===== config.mk =====
export PLATFORM = sky130hd
export DESIGN_NAME = ifetch_ctrl
export DESIGN_NICKNAME = d
export VERILOG_FILES = /design/src/rtl/ifetch_ctrl.sv
export SDC_FILE = /design/constraint.sdc
export NUM_CORES = 1
export LEC_CHECK = 0
export BUFFER_PORTS_ARGS = -buffer_cell sky130_fd_sc_hd__buf_2
export CAP_MARGIN = 30
export CORE_MARGIN = 5
export CORE_UTILIZATION = 45
export CTS_CLUSTER_SIZE = 12
export DETAILED_ROUTE_END_ITERATION = 16
export GPL_TIMING_DRIVEN = 0
export HOLD_SLACK_MARGIN = 0.05
export PLACE_DENSITY = 0.88
export SLEW_MARGIN = 20
export SYNTH_ARGS = -nofsm -noshare
export SYNTH_HDL_FRONTEND = slang
export SYNTH_SLANG_ARGS = --single-unit

===== constraint.sdc =====
create_clock -name clk -period 2.2 [get_ports clk]
set_input_delay 0.11 -clock clk [delete_from_list [all_inputs] [get_ports clk]]
set_output_delay 0.11 -clock clk [all_outputs]
set_load 0.005 [all_outputs]

===== src/rtl/ifetch_ctrl.sv =====
// Instruction-fetch controller: drives the PC register, issues held-request reads to
// instruction memory and presents fetched words to decode through a one-entry output register.
module ifetch_ctrl #(
  parameter int unsigned PC_STEP    = 4,
  parameter int unsigned ALIGN_BITS = 2
) (
  input  logic        clk,
  input  logic        rst,
  input  logic [31:0] pc_in,
  output logic [31:0] pc_next,
  output logic        pc_ena,
  output logic        imem_req,
  output logic [31:0] imem_addr,
  input  logic        imem_ack,
  input  logic [31:0] imem_rdata,
  input  logic        redirect,
  input  logic [31:0] redirect_pc,
  output logic        inst_valid,
  output logic [31:0] inst,
  output logic [31:0] inst_pc,
  input  logic        inst_ready
);

  typedef enum logic [2:0] {S_IDLE, S_REQ, S_WAIT, S_HOLD, S_DROP} state_t;

  state_t      state, state_nxt;
  logic        req_nxt;
  logic [31:0] addr_nxt;
  logic        vld_nxt;
  logic        load_buf;
  logic        pop;

  function automatic logic [31:0] align_pc(input logic [31:0] a);
    return a & ~((32'd1 << ALIGN_BITS) - 32'd1);
  endfunction

  assign pop = inst_valid && inst_ready;

  always_comb begin
    state_nxt = state;
    req_nxt   = imem_req;
    addr_nxt  = imem_addr;
    vld_nxt   = inst_valid;
    load_buf  = 1'b0;
    pc_ena    = 1'b0;
    pc_next   = pc_in;
    if (pop) vld_nxt = 1'b0;
    case (state)
      S_IDLE: state_nxt = S_REQ;
      S_REQ: begin
        // Issue only when the buffer will be empty, so an ack always has room.
        if (!redirect) begin
          if (!inst_valid || pop) begin
            req_nxt   = 1'b1;
            addr_nxt  = pc_in;
            state_nxt = S_WAIT;
          end else begin
            state_nxt = S_HOLD;
          end
        end
      end
      S_WAIT: begin
        if (imem_ack) begin
          req_nxt   = 1'b0;
          state_nxt = S_REQ;
          if (!redirect) begin
            load_buf = 1'b1;
            vld_nxt  = 1'b1;
            pc_ena   = 1'b1;
            pc_next  = pc_in + 32'(PC_STEP);
          end
        end else if (redirect) begin
          state_nxt = S_DROP;
        end
      end
      S_HOLD: if (redirect || pop) state_nxt = S_REQ;
      S_DROP: begin
        // Stale fetch still owed by memory: retire it without touching the buffer.
        if (imem_ack) begin
          req_nxt   = 1'b0;
          state_nxt = S_REQ;
        end
      end
      default: state_nxt = S_IDLE;
    endcase
    if (redirect) begin
      pc_ena  = 1'b1;
      pc_next = align_pc(redirect_pc);
      vld_nxt = 1'b0;
    end
    if (!rst) begin
      pc_ena  = 1'b0;
      pc_next = pc_in;
    end
  end

  always_ff @(posedge clk or negedge rst) begin
    if (!rst) begin
      state      <= S_IDLE;
      imem_req   <= 1'b0;
      imem_addr  <= 32'd0;
      inst_valid <= 1'b0;
      inst       <= 32'd0;
      inst_pc    <= 32'd0;
    end else begin
      state      <= state_nxt;
      imem_req   <= req_nxt;
      imem_addr  <= addr_nxt;
      inst_valid <= vld_nxt;
      if (load_buf) begin
        inst    <= imem_rdata;
        inst_pc <= imem_addr;
      end
    end
  end

endmodule


**Word-level counts from Yosys, hierarchy flattened**

Cells that the tools add are included.

- Word-level logic and storage cells: 54
- Input port bits: 101
- Flip-flop bits (word level): 101

- Bitwise gates (word level): 1
- Equal/unequal tests: 10
- Reductions and logical operators: 10
- Multiplexer cells: 26
- Add/sub/neg operators: 1

Operator list:

| operator | count |
|---|---|
| two-way mux 32 bit | 4 |
| adder 32 x 3 -> 32 bit, second input constant | 1 |
| two-way mux 1 bit | 15 |
| two-way mux 3 bit | 5 |
| case mux 3 bit (5 select lines) | 1 |
| != test 2 bit, second input constant | 4 |
| AND reduction 4 bit | 2 |
| equality test 3 x 2 -> 1 bit, second input constant | 2 |
| equality test 3 x 1 -> 1 bit, second input constant | 1 |
| equality test 3 bit, second input constant | 1 |
| logical NOT 3 bit | 1 |
| != test 3 bit, second input constant | 1 |
| AND reduction 3 bit | 1 |
| logical OR 1 bit | 2 |
| != test 2 x 1 -> 1 bit, second input constant | 1 |
| case mux 1 bit (2 select lines) | 1 |
| nonzero test 2 bit | 1 |
| OR reduction 2 bit | 1 |
| logical AND 1 bit | 1 |
| logical NOT 1 bit | 1 |
| NOT 1 bit | 1 |

**Depth between registers and ports, before layout**

Gate-level depths: netlist of run 1.

- Depth in word-level cells: 5
- Gate-level depth with buffers: 9
- Gate-level depth less buffers: 6

**Worst setup path after synthesis of run 1**

OpenSTA, ideal clock, no wires.

- Path kind: reg2out
- Start: reg state[2]
- End: out pc_next[18]
- Stages on the path, launching flop included: 9
- Slack: 0.197 ns
- Arrival: 1.893 ns
- Data required time: 2.090 ns
- Path buffers: 3
- Path through: dfrtp_1 buf_6 nand4bb_1 buf_2 or4_4 buf_6 o211ai_2 o31ai_1 a221o_1

- Longest elaborated chain between the ends: 4

Ends and longest elaborated chain:

| element | line | text |
|---|---|---|
| from (decl) | 26 | `state_t state, state_nxt;` |
| from (signal assigned) | 106 | `state <= state_nxt;` |
| equality test 3 x 2 -> 1 bit | 48 | `case (state)` |
| two-way mux 32 bit | 48 |  |
| two-way mux 32 bit | 86 | `if (redirect) begin` |
| two-way mux 32 bit | 91 | `if (!rst) begin` |
| to (decl) | 10 | `output logic [31:0] pc_next,` |

No other way between the ends.

**Worst setup path in the final report of run 1**

- Start: reg state[0]
- End: out pc_next[28]

Same word-level chain as after synthesis.

==> insert_results.sql, run 1 <==
INSERT INTO impl_metrics (metric_group, metric, value, unit) VALUES
('run_status', 'result_of_the_run', 'complete, but fails checks', ''),
('run_status', 'violations_in_the_final_reports', 'setup timing', ''),
('power_and_ir_drop', 'share_comb_of_total_power', '36.3', '%'),
('route', 'drt_wl_cell', '20.5', 'um'),
('clocking', 'cts_root_buffer', 'clkbuf_16', ''),
('clocking', 'clock-sinks', '101', ''),
('yosys', 'synth_common_cells', '101 x dfrtp_1, 97 x mux2_2, 29 x nor2_1, 26 x nand2_1, 21 x a21oi_1', ''),
('critical_path', 'worstSetupEndpointType', 'primary output', ''),
('grt', 'grt_use_total', '27.0', '%'),
('yosys', 'synth.top_cells.by_area', 'dfrtp_1 50%, mux2_2 22%, nor2_1 2.1%, a21oi_1 2.1%, nand2_1 1.9%', ''),
('cells_and_area', 'finish.cell_count_without_fillers', '894', ''),
('timing', 'slew_headroom', '54.2', '%'),
('yosys', 'yosys_most_used_dff', 'dfrtp_1', ''),
('power_and_ir_drop', 'power_frac_seq', '42.5', '%'),
('grt', 'antenna_found_initial', '1', ''),
('clocking', 'numCtsBuffers', '9', ''),
('yosys', 'synthesis.yosys.warnings', '0', ''),
('yosys', 'synth-async-reset-ratio', '100', '%'),
('clocking', 'cts_tree', 'yes', ''),
('place', 'place.gp.congestion', '0.869', ''),
('yosys', 'synth-edff-count', '0', ''),
('grt', 'grt_pass1_vias', '5403', ''),
('critical_path', 'critical_path.n_buffers_inverters', '3', ''),
('yosys', 'synthDominantAreaCellType', 'dfrtp_1', ''),
('place', 'detailed_place.area', '6410', 'um2'),
('hold_path', 'min_delay_path_depth', '2', ''),
('hold_path', 'holdCritPathClass', 'input port to register', ''),
('grt', 'grt_first_pass_wirelength', '28200', 'um'),
('route', 'drt.antenna.violating_nets', '0', ''),
('power_and_ir_drop', 'power_density', '1010', 'nW/um2'),
('clocking', 'clock_path_buffers', '2', ''),
('critical_path', 'critical_path.reg2reg.endpoint', 'imem_addr[16]', ''),
('route', 'routed_wl', '18300', 'um'),
('power_and_ir_drop', 'leakage', '3.69', 'nW'),
('power_and_ir_drop', 'power.total', '7.68', 'mW'),
('critical_path', 'rr_worst_depth', '7', ''),
('route', 'route.detailed.vias_per_inst', '5.73', ''),
('cells_and_area', 'nFillCells', '807', ''),
('timing', 'setup_viol', '20', ''),
('cells_and_area', 'design.final.nets', '849', ''),
('critical_path', 'crit_type', 'register to primary output', ''),
('critical_path', 'critical_path.top_delay_family', 'simple AND/OR/NAND/NOR gates', ''),
('power_and_ir_drop', 'switchingPower', '2.39', 'mW'),
('route', 'dr_pass1_iterations', '5', ''),
('clocking', 'insertion_delay', '0.35', 'ns'),
('critical_path', 'regToRegSetupSlack', '0.09', 'ns'),
('critical_path', 'reg2reg_from', 'state[2]', ''),
('place', 'detailedPlacementHpwl', '12900', 'um'),
('timing', 'worst_slack', '-0.227', 'ns'),
('place', 'buffer_ports.inserted', '224', ''),
('die', 'boundaryPins', '232', ''),
('timing', 'post-route-period-util', '110', '%'),
('route', 'vias', '5124', ''),
('cells_and_area', 'design_area', '7620', 'um2'),
('flow_run', 'max_capacitance_violation_total', '0', ''),
('timing', 'rsz0062_at_grt', 'yes', ''),
('critical_path', 'cp-startpoint', 'state[0]', ''),
('timing', 'finalHoldViolations', '0', ''),
('timing', 'slew_viol_final', '0', ''),
('power_and_ir_drop', 'power_frac_clock', '21.2', '%'),
('hold_path', 'origin_of_the_worst_min_delay_path', 'pc_in[31]', ''),
('yosys', 'yosysMostFrequentCell', 'dfrtp_1', ''),
('yosys', 'number_of_nets_in_the_synthesized_netlist', '548', ''),
('route', 'number_of_remaining_drc_errors', '0', ''),
('clocking', 'cts.reportedPaths.clkPinSlew', '0.07', 'ns'),
('die', 'floorplan.die.width', '116', 'um'),
('timing', 'period_minus_slack', '2.43', 'ns'),
('route', 'drt_first_iter_violations', '329', ''),
('critical_path', 'crit_required', '2.09', 'ns'),
('grt', 'grt_start_max_net_pins', '43', ''),
('timing', 'timing.fmax', '412', 'MHz');
==> power by group through the flow <==
stage          sequential (mW)  clock [mW]  combinational (mW)
2_1_floorplan             3.32           0                1.12
3_3_place_gp              3.21           0                2.51
3_5_place_dp              3.30           0                2.61
4_1_cts                   3.27        1.65                2.75
5_1_grt                   3.38        1.74                3.03
6_report                  3.26        1.63                2.79
==> timing repair <==
action                     CTS  global route
setup endpoints to repair   89            59
buffers inserted            16             7
pin swaps                   21             6
gates resized for setup     36            17
gates cloned                 1             0
hold endpoints to repair   107             0
hold buffers                44             0
==> worst max path at each step <==
stage,endpoint,slack (ns),cells after the start
floorplan,pc_next[18],0.20,8
global placement,pc_next[22],-2.23,7
detailed placement,pc_next[24],-0.64,8
CTS,pc_next[28],-0.35,9
global route,pc_next[30],-0.34,8
finish,pc_next[28],-0.23,8
==> registers in the layout (all words and copies together), names as in the netlist <==
| signal | count |
|---|---|
| inst_pc | 32 |
| inst_valid | 1 |
| imem_req | 1 |
| state | 3 |
| imem_addr | 32 |
| inst | 32 |
==> cells by family after synthesis <==
group	count (synthesis)	synth area share [%]
compound gates	81	10.9
fa+ha+maj	1	0.246
mux	101	22.3
xor+xnor	1	0.172
buf+inv	36	3.30
simple gates	125	13.3
flops	101	49.8
==> through the flow <==
| step | setup WS, ns | utilization, % | setup TNS (ns) | hold slack [ns] |
|---|---|---|---|---|
| after floorplan | 0.197 | - | 0 | -0.186 |
| after global placement | -2.23 | 58.3 | -66.67 | 0.329 |
| after detailed placement | -0.640 | 58.6 | -15.79 | 0.0643 |
| after CTS | -0.351 | 68.9 | -11.22 | 0.0543 |
| after global routing | -0.339 | 69.7 | -4.71 | 0.0606 |
| final | -0.227 | 69.7 | -2.59 | 0.0618 |
==> worst register-to-register path: cells and delay by family (launching register included) <==
family	cells	cell delay, ns
DFF	1	0.39
buffers and inverters	3	0.66
and+or+nand+nor	3	0.58
muxes	1	0.37
==> layout make-up <==
type / count / area [um2] / area share [%]
Inverter: 6 / 23.8 / 0.312
Clock buffer: 11 / 243 / 3.18
Timing Repair Buffer: 292 / 1880 / 24.6
Buffer: 28 / 158 / 2.07
Multi-Input combinational cell: 309 / 2550 / 33.4
Sequential cell: 101 / 2530 / 33.2
Antenna cell: 2 / 5.00 / 0.0656
Tap cell: 140 / 175 / 2.30
Clock inverter: 5 / 66.3 / 0.870
==> cells in the final DEF (no fill, tap or decap), drive strengths merged, types with 9 or more instances in the layout <==
cell type / netlist / layout
buf: 15 / 263
a21oi: 21 / 21
nand4: 9 / 9
mux2: 97 / 97
dlygate4sd3: 0 / 39
nand2: 26 / 26
nor3: 11 / 11
clkbuf: 15 / 28
nor2: 29 / 29
and3: 10 / 10
o21ai: 17 / 17
dfrtp: 101 / 101
nand3: 15 / 15
==> routing by layer <==
metal / routed length (um) / global-route usage [%] / vias to the layer above
met4: 653 / 12.0 / 0
li1: - / - / 2258
met5: 0 / 0 / -
met1: 6800 / 32.4 / 2497
met2: 9240 / 46.8 / 306
met3: 1610 / 5.60 / 63
(Power assumes the default switching activity.)
==> run 2: changes to the inputs <==
TNS_END_PERCENT = 20   (was not set)
==> run 2 against run 1 <==
The flow still finishes with violations (setup timing). Maximum frequency is 0.17% higher. Combinational power hardly changed. Critical endpoint unchanged. Die area stayed put. Largest cell class is now flip-flops and latches. Critical path depth stayed put. Non-clock buffer count is 1 lower. Via count is 0.27% lower. Worst setup slack better by 0.0042 ns. Largest power group unchanged. Power is 0.29% lower. Global-route usage hardly changed. Register-to-register slack worse by 0.24 ns.
==> insert_results.sql, run 2 (synthesized netlist as in run 1, its figures left out) <==
INSERT INTO impl_metrics (metric_group, metric, value, unit) VALUES
('run_status', 'result_of_the_run', 'complete, but fails checks', ''),
('run_status', 'violations_in_the_final_reports', 'setup timing', ''),
('place', 'buffer_ports.inserted', '224', ''),
('hold_path', 'origin_of_the_worst_min_delay_path', 'pc_in[16]', ''),
('timing', 'period_minus_slack', '2.42', 'ns'),
('cells_and_area', 'largestRegisters', 'imem_addr (32), inst (32), inst_pc (32)', ''),
('critical_path', 'rr_worst_depth', '7', ''),
('timing', 'finClkSkew', '0.00637', 'ns'),
('timing', 'post_route_setup_tns', '-5.76', 'ns'),
('cells_and_area', 'design_area', '7580', 'um2'),
('route', 'drt_wl_cell', '20.4', 'um'),
('cells_and_area', 'drive_gt1_share', '54.5', '%'),
('cells_and_area', 'finish.cell_count_without_fillers', '893', ''),
('cells_and_area', 'design.final.nets', '848', ''),
('critical_path', 'chain_of_cells_forming_the_critical_path', 'nand4bb_1 > buf_6 > or4_4 > nor3_4 > buf_4 > a311oi_2 > nor3_2 > buf_2', ''),
('clocking', 'clock_path_buffers', '2', ''),
('route', 'number_of_remaining_drc_errors', '0', ''),
('timing', 'tightest_slew', '0.703', 'ns'),
('place', 'dp_slack', '-0.640', 'ns'),
('critical_path', 'worstSetupEndpointType', 'primary output', ''),
('clocking', 'cts.reportedPaths.clkPinSlew', '0.07', 'ns'),
('timing', 'worst_slack', '-0.223', 'ns'),
('critical_path', 'slowest_delay', '0.48', 'ns'),
('power_and_ir_drop', 'switchingPower', '2.38', 'mW'),
('route', 'dr_pass1_iterations', '5', ''),
('grt', 'gr-total-overflow', '0', ''),
('grt', 'grt_first_pass_wirelength', '28200', 'um'),
('hold_path', 'hold-path-endpoint', 'imem_addr[16]', ''),
('power_and_ir_drop', 'leakage', '3.68', 'nW'),
('grt', 'grt_start_max_net_pins', '43', ''),
('timing', 'slew_viol_final', '0', ''),
('route', 'drt.antenna.violating_nets', '0', ''),
('flow_run', 'max_capacitance_violation_total', '0', ''),
('grt', 'grt_use_total', '27.0', '%'),
('cells_and_area', 'final_cell_mix', '232 x buf_2, 100 x dfrtp_1, 97 x mux2_2, 39 x dlygate4sd3_1, 27 x nor2_1', ''),
('cells_and_area', 'area_overhead_vs_synth', '49.3', '%'),
('critical_path', 'crit_path_max_fanout', '5', ''),
('power_and_ir_drop', 'power_report.internal_total', '5.28', 'mW'),
('die', 'design.die.area', '13500', 'um2'),
('critical_path', 'critical_path.slowest_cell', 'or4_4', ''),
('place', 'detailedPlacementHpwl', '12900', 'um'),
('power_and_ir_drop', 'netSwitchingFraction', '31.1', '%'),
('route', 'routed_wl', '18200', 'um'),
('timing', 'slew_headroom', '52.9', '%'),
('die', 'die-height', '116', 'um'),
('power_and_ir_drop', 'power_frac_seq', '42.6', '%'),
('critical_path', 'critical_path.reg2reg.endpoint', 'imem_addr[16]', ''),
('clocking', 'clock-sinks', '101', ''),
('route', 'route.detailed.vias_per_inst', '5.72', ''),
('die', 'floorplan.die.width', '116', 'um'),
('clocking', 'clock_tree.htree_level_count', '3', ''),
('critical_path', 'regToRegSetupSlack', '-0.15', 'ns'),
('timing', 'rsz0062_at_grt', 'yes', ''),
('timing', 'hold_ws', '0.0681', 'ns'),
('critical_path', 'start_kind', 'register', ''),
('clocking', 'insertion_delay', '0.35', 'ns'),
('grt', 'antenna_found_initial', '1', ''),
('place', 'placed_cells', '811', ''),
('clocking', 'numCtsBuffers', '9', ''),
('timing', 'finalHoldViolations', '0', ''),
('timing', 'setup_viol', '52', ''),
('place', 'place.gp.congestion', '0.869', ''),
('power_and_ir_drop', 'vdd_drop_max', '0.635', 'mV'),
('critical_path', 'critPathArrivalTime', '2.31', 'ns'),
('clocking', 'cts_root_buffer', 'clkbuf_16', ''),
('timing', 'post-route-period-util', '110', '%'),
('critical_path', 'crit_type', 'register to primary output', ''),
('power_and_ir_drop', 'share_comb_of_total_power', '36.1', '%'),
('die', 'rows', '38', ''),
('die', 'boundaryPins', '232', ''),
('die', 'floorplan.core_area', '10900', 'um2'),
('power_and_ir_drop', 'power.total', '7.66', 'mW'),
('hold_path', 'min_delay_path_depth', '2', ''),
('place', 'detailed_place.area', '6410', 'um2'),
('power_and_ir_drop', 'power_density', '1010', 'nW/um2'),
('cells_and_area', 'layout.core_utilization', '69.3', '%'),
('critical_path', 'crit_required', '2.09', 'ns'),
('timing', 'timing.fmax', '413', 'MHz'),
('cells_and_area', 'nFillCells', '812', ''),
('die', 'initial_core_utilization', '46.4', '%'),
('hold_path', 'holdCritPathClass', 'input port to register', ''),
('clocking', 'cts_tree', 'yes', ''),
('route', 'vias', '5110', ''),
('critical_path', 'reg2reg_from', 'state[2]', ''),
('power_and_ir_drop', 'power_frac_clock', '21.3', '%'),
('cells_and_area', 'commonest_non_fill_non_tap_cell_in_the_layout', 'buf_2', ''),
('route', 'drt_first_iter_violations', '341', ''),
('grt', 'grt_pass1_vias', '5404', '');
## run 2: cell count changes in the layout (fill, tap and decap cells not counted), moves of 2 or more
cell      previous run  this run
buf_2              229       232
buf_6                5         3
clkbuf_4             2         0
nand2_1             22        24
nand2_2              3         1
## run 2: worst max-delay path by stage
stage,cells past startpoint,end,start
global placement,7,pc_next[22],rst
detailed placement,8,pc_next[24],rst
global route,8,pc_next[30],state[0]
CTS,9,pc_next[28],state[2]
finish,8,pc_next[28],state[0]
floorplan,8,pc_next[18],state[2]
## run 2: routing by layer
layer	GRT usage, %	wire length [um]
met5	0	0
met2	46.9	9170
met4	12.0	669
met1	32.3	6780
met3	5.60	1580
## run 2: area by class of cell
cell class / instances / area, um2 / area share (%)
inverter: 6 / 23.8 / 0.314
sequential: 101 / 2530 / 33.4
clock inverter: 5 / 66.3 / 0.875
multi-input combinational: 309 / 2530 / 33.4
antenna: 2 / 5.00 / 0.0660
buffer: 28 / 151 / 2.00
tap: 140 / 175 / 2.31
clock buffer: 11 / 243 / 3.20
timing repair buffer: 291 / 1860 / 24.5
## run 2: power groups by stage
stage | Combinational [mW] | Clock [mW] | Sequential (mW)
after detailed placement | 2.61 | 0 | 3.30
after CTS | 2.75 | 1.65 | 3.27
after floorplan | 1.12 | 0 | 3.32
after global placement | 2.51 | 0 | 3.21
after global routing | 3.02 | 1.74 | 3.38
final | 2.77 | 1.63 | 3.26
## run 2: timing repair
| action | CTS | global route |
|---|---|---|
| pin swaps | 21 | 3 |
| endpoints found under the setup margin | 89 | 59 |
| buffers inserted | 16 | 5 |
| gates cloned | 1 | 0 |
| hold buffers | 44 | 0 |
| resized for setup | 35 | 7 |
| hold endpoints to repair | 107 | 0 |
## run 2: critical path, delay by kind of cell, from the launching register on
kind / cells / cell delay (ns)
DFF: 1 / 0.41
buffers and inverters: 3 / 0.45
and+or+nand+nor: 4 / 1.02
AOI/OAI and AO/OA: 1 / 0.09
